$ cat src/rtl/sdm_cic3_decim.sv
// Third-order CIC (sinc^3) decimator for a 1-bit sigma-delta stream, decimating by 2^osr.
// Signed PCM leaves through a one-entry valid/ready holding register with a sticky overrun flag.
module sdm_cic3_decim #(
    parameter int unsigned osr    = 6,
    parameter int unsigned out_bw = 16
) (
    input  logic                     clk,
    input  logic                     rst,
    input  logic                     in_valid,
    input  logic                     in_bit,
    output logic                     out_valid,
    input  logic                     out_ready,
    output logic signed [out_bw-1:0] out_pcm,
    output logic                     ovf
);

    localparam int unsigned W  = 3 * osr + 2;
    localparam int unsigned SH = 3 * osr - out_bw + 1;
    localparam int unsigned R  = 2 ** osr;

    localparam logic signed [W-1:0] PCM_MAX = W'(2 ** (out_bw - 1) - 1);
    localparam logic signed [W-1:0] PCM_MIN = W'(-(2 ** (out_bw - 1)));

    logic [W-1:0]   i1, i2, i3;
    logic [W-1:0]   x, i1_n, i2_n, i3_n;
    logic [osr-1:0] cnt;
    logic           frame_end;
    logic [W-1:0]   dec;
    logic           strobe;

    logic [W-1:0]   d1, d2, d3;
    logic [W-1:0]   c1, c2, c3;
    logic [W-1:0]   y;
    logic           y_vld;
    logic [1:0]     warm;
    logic           load;

    logic signed [W-1:0]      y_sh;
    logic signed [out_bw-1:0] pcm_sat;

    // Integrator chain next values; the cascade settles within the accepting edge.
    always_comb begin
        x         = in_bit ? W'(1) : '1;
        i1_n      = i1 + x;
        i2_n      = i2 + i1_n;
        i3_n      = i3 + i2_n;
        frame_end = (cnt == osr'(R - 1));
    end

    // Integrators, decimation counter and frame capture advance on accepted bits only.
    always_ff @(posedge clk) begin
        if (rst) begin
            i1  <= '0;
            i2  <= '0;
            i3  <= '0;
            cnt <= '0;
            dec <= '0;
        end else if (in_valid) begin
            i1  <= i1_n;
            i2  <= i2_n;
            i3  <= i3_n;
            cnt <= cnt + osr'(1);
            if (frame_end) begin
                dec <= i3_n;
            end
        end
    end

    always_ff @(posedge clk) begin
        if (rst) begin
            strobe <= 1'b0;
        end else begin
            strobe <= in_valid && frame_end;
        end
    end

    // Comb differences at the decimated rate, differential delay 1.
    always_comb begin
        c1 = dec - d1;
        c2 = c1 - d2;
        c3 = c2 - d3;
    end

    always_ff @(posedge clk) begin
        if (rst) begin
            d1    <= '0;
            d2    <= '0;
            d3    <= '0;
            y     <= '0;
            y_vld <= 1'b0;
        end else begin
            y_vld <= strobe;
            if (strobe) begin
                d1 <= dec;
                d2 <= c1;
                d3 <= c2;
                y  <= c3;
            end
        end
    end

    // The first two decimated results see a partial window and are suppressed.
    always_ff @(posedge clk) begin
        if (rst) begin
            warm <= '0;
        end else if (y_vld && (warm != 2'd2)) begin
            warm <= warm + 2'd1;
        end
    end

    assign load = y_vld && (warm == 2'd2);

    // Arithmetic shift floors toward -inf; only +full scale can exceed the PCM range.
    always_comb begin
        y_sh = $signed(y) >>> SH;
        if (y_sh > PCM_MAX) begin
            pcm_sat = out_bw'(PCM_MAX);
        end else if (y_sh < PCM_MIN) begin
            pcm_sat = out_bw'(PCM_MIN);
        end else begin
            pcm_sat = out_bw'(y_sh);
        end
    end

    // Holding register: a load always wins; overwriting an unaccepted sample flags overrun.
    always_ff @(posedge clk) begin
        if (rst) begin
            out_pcm   <= '0;
            out_valid <= 1'b0;
            ovf       <= 1'b0;
        end else if (load) begin
            out_pcm   <= pcm_sat;
            out_valid <= 1'b1;
            if (out_valid && !out_ready) begin
                ovf <= 1'b1;
            end
        end else if (out_valid && out_ready) begin
            out_valid <= 1'b0;
        end
    end

endmodule
$ cat config.mk
export PLATFORM = sky130hd
export DESIGN_NAME = sdm_cic3_decim
export DESIGN_NICKNAME = d
export VERILOG_FILES = /design/src/rtl/sdm_cic3_decim.sv
export SDC_FILE = /design/constraint.sdc
export NUM_CORES = 1
export LEC_CHECK = 0
export CAP_MARGIN = 10
export CORE_ASPECT_RATIO = 1.25
export CORE_MARGIN = 2
export CORE_UTILIZATION = 39
export DETAILED_ROUTE_END_ITERATION = 10
export GPL_ROUTABILITY_DRIVEN = 0
export PLACE_DENSITY_LB_ADDON = 0.3
export SYNTH_ARGS = -nofsm -noshare
export SYNTH_HDL_FRONTEND = slang
export SYNTH_SLANG_ARGS = --single-unit
$ cat constraint.sdc
create_clock -name clk -period 9.8 [get_ports clk]
set_clock_uncertainty 0.05 [all_clocks]
set_input_delay 2.94 -clock clk [delete_from_list [all_inputs] [get_ports clk]]
set_output_delay 2.94 -clock clk [all_outputs]
set_load 0.01 [all_outputs]
---- Word level (Yosys, flattened, before mapping) ----
Cells that the tools add are included.
word-level totals
  register bits ........................... 188
  input bits .............................. 5
  output and inout port bits .............. 18
  word-level logic and storage cells ...... 42
operators by class
  $add $sub $neg .......................... 8
  order comparisons ....................... 2
  eq/ne operators ......................... 3
  multiplexer cells ....................... 5
  reductions and logical operators ........ 9
operator list
  operator                                              number
  adder 20 bit                                          3
  subtractor 20 bit                                     3
  two-way mux 16 bit                                    2
  two-way mux 20 bit                                    1
  > comparator 17 x 16 -> 1 bit, second input constant  1
  < comparator 17 x 16 -> 1 bit, second input constant  1
  adder 6 x 1 -> 6 bit, second input constant           1
  == test 6 bit, second input constant                  1
  logical AND 1 bit                                     5
  AND reduction 2 bit                                   2
  adder 2 x 1 -> 2 bit, second input constant           1
  == test 2 bit, second input constant                  1
  two-way mux 1 bit                                     2
  != test 2 bit, second input constant                  1
  nonzero test 2 bit                                    1
  zero test 1 bit                                       1

---- Longest topological paths before layout ----
Gate-level depths: netlist of run 1.
  depth in word-level cells ............... 4
  depth in mapped cells ................... 29

---- Worst setup path before layout of run 1 ----
Ideal clock, no wire load.
  path kind ............................... input to register
  from .................................... input port in_bit
  to ...................................... register dec[19]
  data arrival time ....................... 8.229 ns
  slack ................................... 1.399 ns
  cell stages on the path ................. 25
  buffers on the path ..................... 0
  path through ............................ inv_1 > ha_1 > nor2b_1 > o21ai_0 > a21boi_0 > o21a_1 > o21ai_0 > a21oi_1 > or3_1 > a21oi_1 > xnor2_1 > ha_1 > a21o_1 > a21o_1 > a221o_1 > a21oi_1 > nand3_1 > nor2b_1 > ha_1 > or2_2 > a31o_2 > a21oi_1 > xnor2_1 > and3_1 > a311o_1
between the ends
  cells in the longest elaborated chain, start to end .. 4
RTL lines
  item                  line  source
  from (decl)           10    input logic in_bit,
  two-way mux 20 bit    43    x = in_bit ? W'(1) : '1;
  adder 20 bit          44    i1_n = i1 + x;
  net i1_n[12]          25    logic [W-1:0] x, i1_n, i2_n, i3_n;
  adder 20 bit          45    i2_n = i2 + i1_n;
  net i2_n[16]          25
  adder 20 bit          46    i3_n = i3 + i2_n;
  to (signal assigned)  64    dec <= i3_n;
  to (decl)             28    logic [W-1:0] dec;
The timed path passes the listed nets, and every way through them passes these cells.
A chain may end at the register's enable or synchronous reset.

---- Worst setup path after layout of run 1 ----
Same ends and word-level chain as after synthesis.

==> key figures, run 1 <==
Run status
  • Run status: finished, final reports clean

Logic synthesis
  • Post-Syn Nets: 1,616
  • Mean Syn Cell Area: 8.180 sq um
  • Post-synthesis register bit count: 185
  • Post-synth cell types: 65
  • Ys Warns: 0
  • Mapped Cells: 1,489
  • Synth Cell Area: 0.01218 sq mm
  • Primary FF master, synth: dfxtp_1
  • Number of enable-type register cells in the synthesized netlist: 0
  • Sequential area share after synthesis: 0.3041
  • Post-synth top area share: 0.3041
  • Biggest area consumer among synthesized cells: dfxtp_1
  • Ys async rst share: 0
  • Top cells by area, synth: dfxtp_1, ha_1, mux2i_1

CTS
  • Clk root buf: clkbuf_16
  • CTS tree: done
  • Post-CTS Setup Repair Bufs: 0
  • Clock transition at path regs: 0.07 ns
  • CTS Sinks: 185
  • Resized Gates After CTS: 0
  • Bufs on Longest Clock Path: 2
  • CTS buffer count: 17
  • CTS H-tree lvls: 4
  • Hold_buf cts: 0
  • Clk Latency, worst-skew pair: 0.44 ns

Timing
  • Worst Tran Pin Value: 0.9536 ns
  • FMAX: 0.1140 GHz
  • RSZ-0062 raised after global routing: false
  • Fin crit share: 0.8954
  • Final setup violation count: 0
  • Period minus WS final: 8.775 ns
  • Final setup TNS: 0 ns
  • Max-slew violation count: 0
  • Slew headroom: 0.3634
  • Hold Vio Cnt, Final: 0
  • Setup ws final: 1.025 ns

Power
  • Total leakage power: 5.436 nW
  • Int Pwr: 1.853 mW
  • Gate power share: 0.493
  • Net Sw Power: 1.226 mW
  • PwrDens: 231.0 mW/mm^2
  • Seq pwr share: 0.285
  • VDD IR-drop max: 0.1074 mV
  • Clock power share: 0.222
  • Switching Fraction: 0.3982

Detailed routing
  • Avg WL per Cell: 13.24 microns
  • Vias per cell: 5.237
  • Antenna Violating Nets Remaining: 0
  • Remaining DRCs: 0
  • Iter 0 DRT Violations: 434
  • WL final: 25,190 microns
  • DR vias: 9,961
  • First-pass DRT Iterations: 5

Global route
  • GRT Util Overall: 0.1605
  • GR Layer Usage met2: 0.2983
  • Grt ovf: 0
  • Vias in the first global route: 9,778
  • Met3 Use GR: 0.02391
  • Met1 Usage GRT: 0.1861
  • Largest net degree at the start of global routing: 109
  • First-pass GRT wire length: 44,260 microns
  • Most Used Layer, Global Route: met2
  • Antenna violations before repair: 0

Setup path
  • CP top delay family: compound AO/OA/AOI/OAI gates
  • Critical-path top delay cell: clkdlybuf4s50_1
  • Critical path class: in -> reg
  • Critical Path Start: in_bit
  • Largest fanout on the critical path: 6
  • Worst stage delay on the critical path: 0.52 ns
  • Worst setup SP type: input pin
  • CP bufs+invs: 4
  • Crit path capture type: flop
  • Critical Path RT: 10.07 ns
  • R2R Path Start: dec[0]
  • CP arrival: 9.05 ns

Hold path
  • Worst hold start: out_pcm[15]
  • HP Class: reg -> reg

Floorplan
  • Num ports: 23
  • DIE HEIGHT: 201.6 microns
  • Starting Density: 0.3953
  • Die ar.: 0.03267 sq mm
  • Die width: 162.1 microns
  • # rows: 72
  • Placeable Area: 0.03081 sq mm

Layout
  • Area Growth Syn to Fin: 9.450%
  • Antenna cells: 0
  • Nets: 1,609
  • Layout cells sized above 1: 0.03746

Job
  • Max Cap Violations: 0

Placement
  • Dpl hpwl: 18,360 microns
  • Port bufs: 22
  • Dpl ws: 0.5940 ns
==> cells by family (layout without fill, tap and decap cells) <==
family | after synthesis | count (layout) | synth area share
adders and majority gates | 122 | 122 | 0.1284
xor gates and xnor gates | 92 | 92 | 0.06615
buffers and inverters | 153 | 159 | 0.04715
DFF | 185 | 185 | 0.3041
and+or+nand+nor | 459 | 459 | 0.1719
AOI/OAI and AO/OA | 378 | 378 | 0.2002
muxes | 100 | 100 | 0.08218
==> area by class of cell <==
type	count	area, sq um
inverters	99	371.6
flip-flops and latches	185	3707
multi-input cells	1151	7903
repair buffers	28	261.5
fillers	3095	17480
clock inverters	13	146.4
clock buffers	19	432.9
well taps	407	509.2
==> worst reg2reg max path: cells and delay by family, from the launching register on <==
family	cells	cell delay (ns)
xor+xnor	1	0.18
flops	1	0.32
buf+inv	3	0.21
mux	1	0.21
fa+ha+maj	4	1.21
simple gates	5	0.62
compound gates	15	3.71
==> metrics by stage <==
stage	cells	area, sq um	hold WS, ns	utilization	total power, mW
after floorplan	1489	12180	0.3990	-	2.124
after global placement	1870	12750	0.3969	0.4139	2.370
after detailed placement	1870	12750	0.4001	0.4139	2.398
after CTS	1902	13330	0.4136	0.4327	3.102
after global routing	1902	13330	0.4543	0.4327	3.360
final	1902	13330	0.4093	0.4327	3.080
==> cells in the final DEF (no fill, tap or decap), types with 8 or more instances in the layout <==
cell,netlist,final
o21bai_1,9,9
and3_1,14,14
a21boi_0,8,8
clkbuf_16,0,17
clkdlybuf4s50_1,0,20
nor2_1,221,221
nand2b_1,14,14
nor3_1,31,31
dfxtp_1,185,184
xnor2_1,59,59
nor2b_1,14,14
xor2_1,33,33
and2_1,10,10
mux2i_1,100,100
ha_1,117,117
inv_1,99,99
nand3_1,23,23
or3_1,11,11
nand3b_1,9,9
o21ai_0,90,90
nand2_1,81,81
a21oi_1,112,112
o21a_1,14,14
a211oi_1,26,26
a21o_1,41,41
==> synthesized netlist by cell type, types with 23 or more instances <==
cell type	count
o21ai_0	90
dfxtp_1	185
a21oi_1	112
nand3_1	23
ha_1	117
xor2_1	33
nand2_1	81
a211oi_1	26
a21o_1	41
nor3_1	31
inv_1	99
clkbuf_1	43
xnor2_1	59
nor2_1	221
mux2i_1	100
==> routing by layer <==
metal | wire, microns | share of wire
met5 | 0 | 0
met2 | 12780 | 0.51
met3 | 444 | 0.018
met1 | 11420 | 0.45
met4 | 543 | 0.022
==> state kept, by name, summed over array words and instances, names as in the netlist <==
name and flops:
cnt 6, d1 20, d2 20, d3 20, dec 20, i1 20, i2 20, i3 20
out_pcm 16, out_valid 1, ovf 1, strobe 1, warm 2, y 17, y_vld 1
==> path summary, 6_finish.rpt <==
kind | to | slack (ns) | depth (start not counted)
worst max-delay path | dec[19] | 1.03 | 29
worst min-delay path | out_pcm[15] | 0.41 | 2
worst max register to register | y[19] | 3.19 | 29
worst min register to register | out_pcm[15] | 0.41 | 2
==> power by group through the flow <==
stage                     combinational (mW)  clock, mW  sequential, mW
after global routing                    1.74      0.734           0.886
after detailed placement                1.51          0           0.892
after global placement                  1.48          0           0.891
after CTS                               1.52      0.707           0.877
after floorplan                         1.25          0           0.878
final                                   1.52      0.684           0.876
(Power assumes the default switching activity.)
==> run 2: changes to the inputs <==
--- a/config.mk
+++ b/config.mk
@@ -9,9 +9,11 @@
 export CORE_ASPECT_RATIO = 1.25
 export CORE_MARGIN = 2
 export CORE_UTILIZATION = 39
+export CTS_CLUSTER_SIZE = 8
 export DETAILED_ROUTE_END_ITERATION = 10
 export GPL_ROUTABILITY_DRIVEN = 0
 export PLACE_DENSITY_LB_ADDON = 0.3
+export SKIP_LAST_GASP = 1
 export SYNTH_ARGS = -nofsm -noshare
 export SYNTH_HDL_FRONTEND = slang
 export SYNTH_SLANG_ARGS = --single-unit
==> results of run 2 <==
Final layout, timing and power as in run 1 (identical DEF).
==> run 3: changes to the inputs <==
--- a/config.mk
+++ b/config.mk
@@ -6,12 +6,12 @@
 export NUM_CORES = 1
 export LEC_CHECK = 0
 export CAP_MARGIN = 10
-export CORE_ASPECT_RATIO = 1.25
-export CORE_MARGIN = 2
+export CORE_ASPECT_RATIO = 0.5
 export CORE_UTILIZATION = 39
 export CTS_CLUSTER_SIZE = 8
 export DETAILED_ROUTE_END_ITERATION = 10
 export GPL_ROUTABILITY_DRIVEN = 0
+export HOLD_SLACK_MARGIN = 0.02
 export PLACE_DENSITY_LB_ADDON = 0.3
 export SKIP_LAST_GASP = 1
 export SYNTH_ARGS = -nofsm -noshare
==> key figures, run 3 (same netlist as run 1, synthesis figures left out) <==
Run status
  • Run status: finished, final reports clean

Placement
  • Dpl hpwl: 17,240 microns (-6.1%)
  • Port bufs: 22 (unchanged)

Timing
  • Slew headroom: 0.3499 (-0.01347)
  • Fin crit share: 0.8810 (-0.01433)
  • Hold Vio Cnt, Final: 0 (unchanged)
  • Final setup violation count: 0 (unchanged)
  • Worst Tran Pin Value: 0.9751 ns (+0.02152 ns)
  • Final setup TNS: 0 ns (unchanged)
  • Period minus WS final: 8.634 ns (-0.1405 ns)
  • Max-slew violation count: 0 (unchanged)
  • RSZ-0062 raised after global routing: false
  • FMAX: 0.1158 GHz (+1.6%)

Power
  • VDD IR-drop max: 0.1547 mV (+44%)
  • PwrDens: 231.9 mW/mm^2 (+0.40%)
  • Total leakage power: 5.450 nW (+0.26%)
  • Tot Pwr: 3.097 mW (+0.56%)

Global route
  • GRT Util Overall: 0.1554 (-0.005026)
  • Vias in the first global route: 8,849 (-9.5%)
  • Largest net degree at the start of global routing: 106 (-2.8%)
  • Antenna violations before repair: 0 (unchanged)
  • First-pass GRT wire length: 41,720 microns (-5.7%)
  • Grt ovf: 0 (unchanged)

Detailed routing
  • Avg WL per Cell: 12.61 microns (-4.8%)
  • Remaining DRCs: 0 (unchanged)
  • Iter 0 DRT Violations: 486 (+12%)
  • Antenna Violating Nets Remaining: 0 (unchanged)
  • First-pass DRT Iterations: 5 (unchanged)
  • DR vias: 9,671 (-2.9%)
  • Vias per cell: 5.042 (-3.7%)
  • WL final: 24,180 microns (-4.0%)

Job
  • Max Cap Violations: 0 (unchanged)

CTS
  • CTS H-tree lvls: 4 (unchanged)
  • Resized Gates After CTS: 0 (unchanged)
  • CTS Sinks: 185 (unchanged)
  • Bufs on Longest Clock Path: 2 (unchanged)
  • Hold_buf cts: 0 (unchanged)
  • CTS buffer count: 17 (unchanged)
  • Clk root buf: clkbuf_16
  • Post-CTS Setup Repair Bufs: 0 (unchanged)
  • Clock transition at path regs: 0.07 ns (about the same)
  • CTS tree: done
  • Clk Latency, worst-skew pair: 0.45 ns (about the same)

Floorplan
  • Die width: 251.9 microns (+55%)
  • # rows: 45 (-38%)
  • Starting Density: 0.3991 (+0.003793)
  • Placeable Area: 0.03052 sq mm (-0.95%)
  • Die ar.: 0.03199 sq mm (-2.1%)
  • Num ports: 23 (unchanged)
  • DIE HEIGHT: 127.0 microns (-37%)

Setup path
  • CP arrival: 8.92 ns (-0.13 ns)
  • Crit path capture type: flop
  • CP bufs+invs: 4 (unchanged)
  • Critical-path top delay cell: clkdlybuf4s50_1
  • CP top delay family: compound AO/OA/AOI/OAI gates
  • Worst stage delay on the critical path: 0.51 ns (about the same)
  • Worst setup SP type: input pin
  • Largest fanout on the critical path: 6 (unchanged)
  • Critical path class: in -> reg
  • Critical Path RT: 10.09 ns (+0.02 ns)

Layout
  • Nets: 1,609 (unchanged)
  • Commonest non-fill, non-tap cell in the layout: nor2_1
  • Layout cells sized above 1: 0.03813 (+0.0006689)
  • Filler instances: 3,037 (-1.9%)
  • Final Util: 0.4376 (+0.004848)
  • Antenna cells: 0 (unchanged)
  • Area Growth Syn to Fin: 9.625%
  • Commonest cells after routing, fill and taps aside: nor2_1, dfxtp_1, ha_1, a21oi_1, mux2i_1

Hold path
  • HP Class: reg -> reg
==> run 3: area by class of cell <==
cell class              instances  area (sq um)  area share
multi-input cells            1151          7903      0.5918
repair buffers                 28         261.5     0.01958
flip-flops and latches        185          3707      0.2776
clock inverters                11         110.1    0.008246
inverters                      99         371.6     0.02783
clock buffers                  21         470.5     0.03523
well taps                     423         529.3     0.03964
==> run 3: metal layers <==
metal / GRT usage / wire, microns / vias to the layer above
met2: 0.2533 / 10530 / 91
met5: 0 / 0 / -
met3: 0.03571 / 574 / 25
met1: 0.2074 / 12780 / 4311
met4: 0.03815 / 291 / 0
li1: - / - / 5244
==> run 3: worst paths after layout <==
check | slack (ns) | depth (start not counted) | end | start
hold / removal | 0.41 | 2 | out_pcm[15] | out_pcm[15]
setup / recovery | 1.17 | 29 | dec[19] | in_bit
hold reg to reg | 0.41 | 2 | out_pcm[15] | out_pcm[15]
setup reg to reg | 3.29 | 29 | y[19] | dec[0]
==> run 3: where the power goes <==
group / switching [mW] / internal [mW]
combinational: 0.883 / 0.646
sequential: 0.0476 / 0.829
clock: 0.316 / 0.374
total: 1.25 / 1.85
==> run 3: worst register-to-register path: cells and delay by family (launching register included) <==
| family | cells | cell delay, ns |
|---|---|---|
| adder cells (fa/ha/maj) | 4 | 1.20 |
| multiplexers | 1 | 0.21 |
| flip-flops | 1 | 0.33 |
| AND/OR/NAND/NOR | 5 | 0.64 |
| AO/OA/AOI/OAI | 15 | 3.57 |
| XOR/XNOR | 1 | 0.21 |
| buffers and inverters | 3 | 0.21 |
==> run 3: per-stage QoR <==
step,cell area [sq um],hold slack [ns],std cells,setup WS (ns)
3_5_place_dp,12770,0.4012,1886,0.6794
2_1_floorplan,12180,0.3990,1489,1.399
5_1_grt,13350,0.4387,1918,0.7200
4_1_cts,13350,0.4116,1918,1.140
3_3_place_gp,12770,0.3937,1886,0.7699
6_report,13350,0.4120,1918,1.166
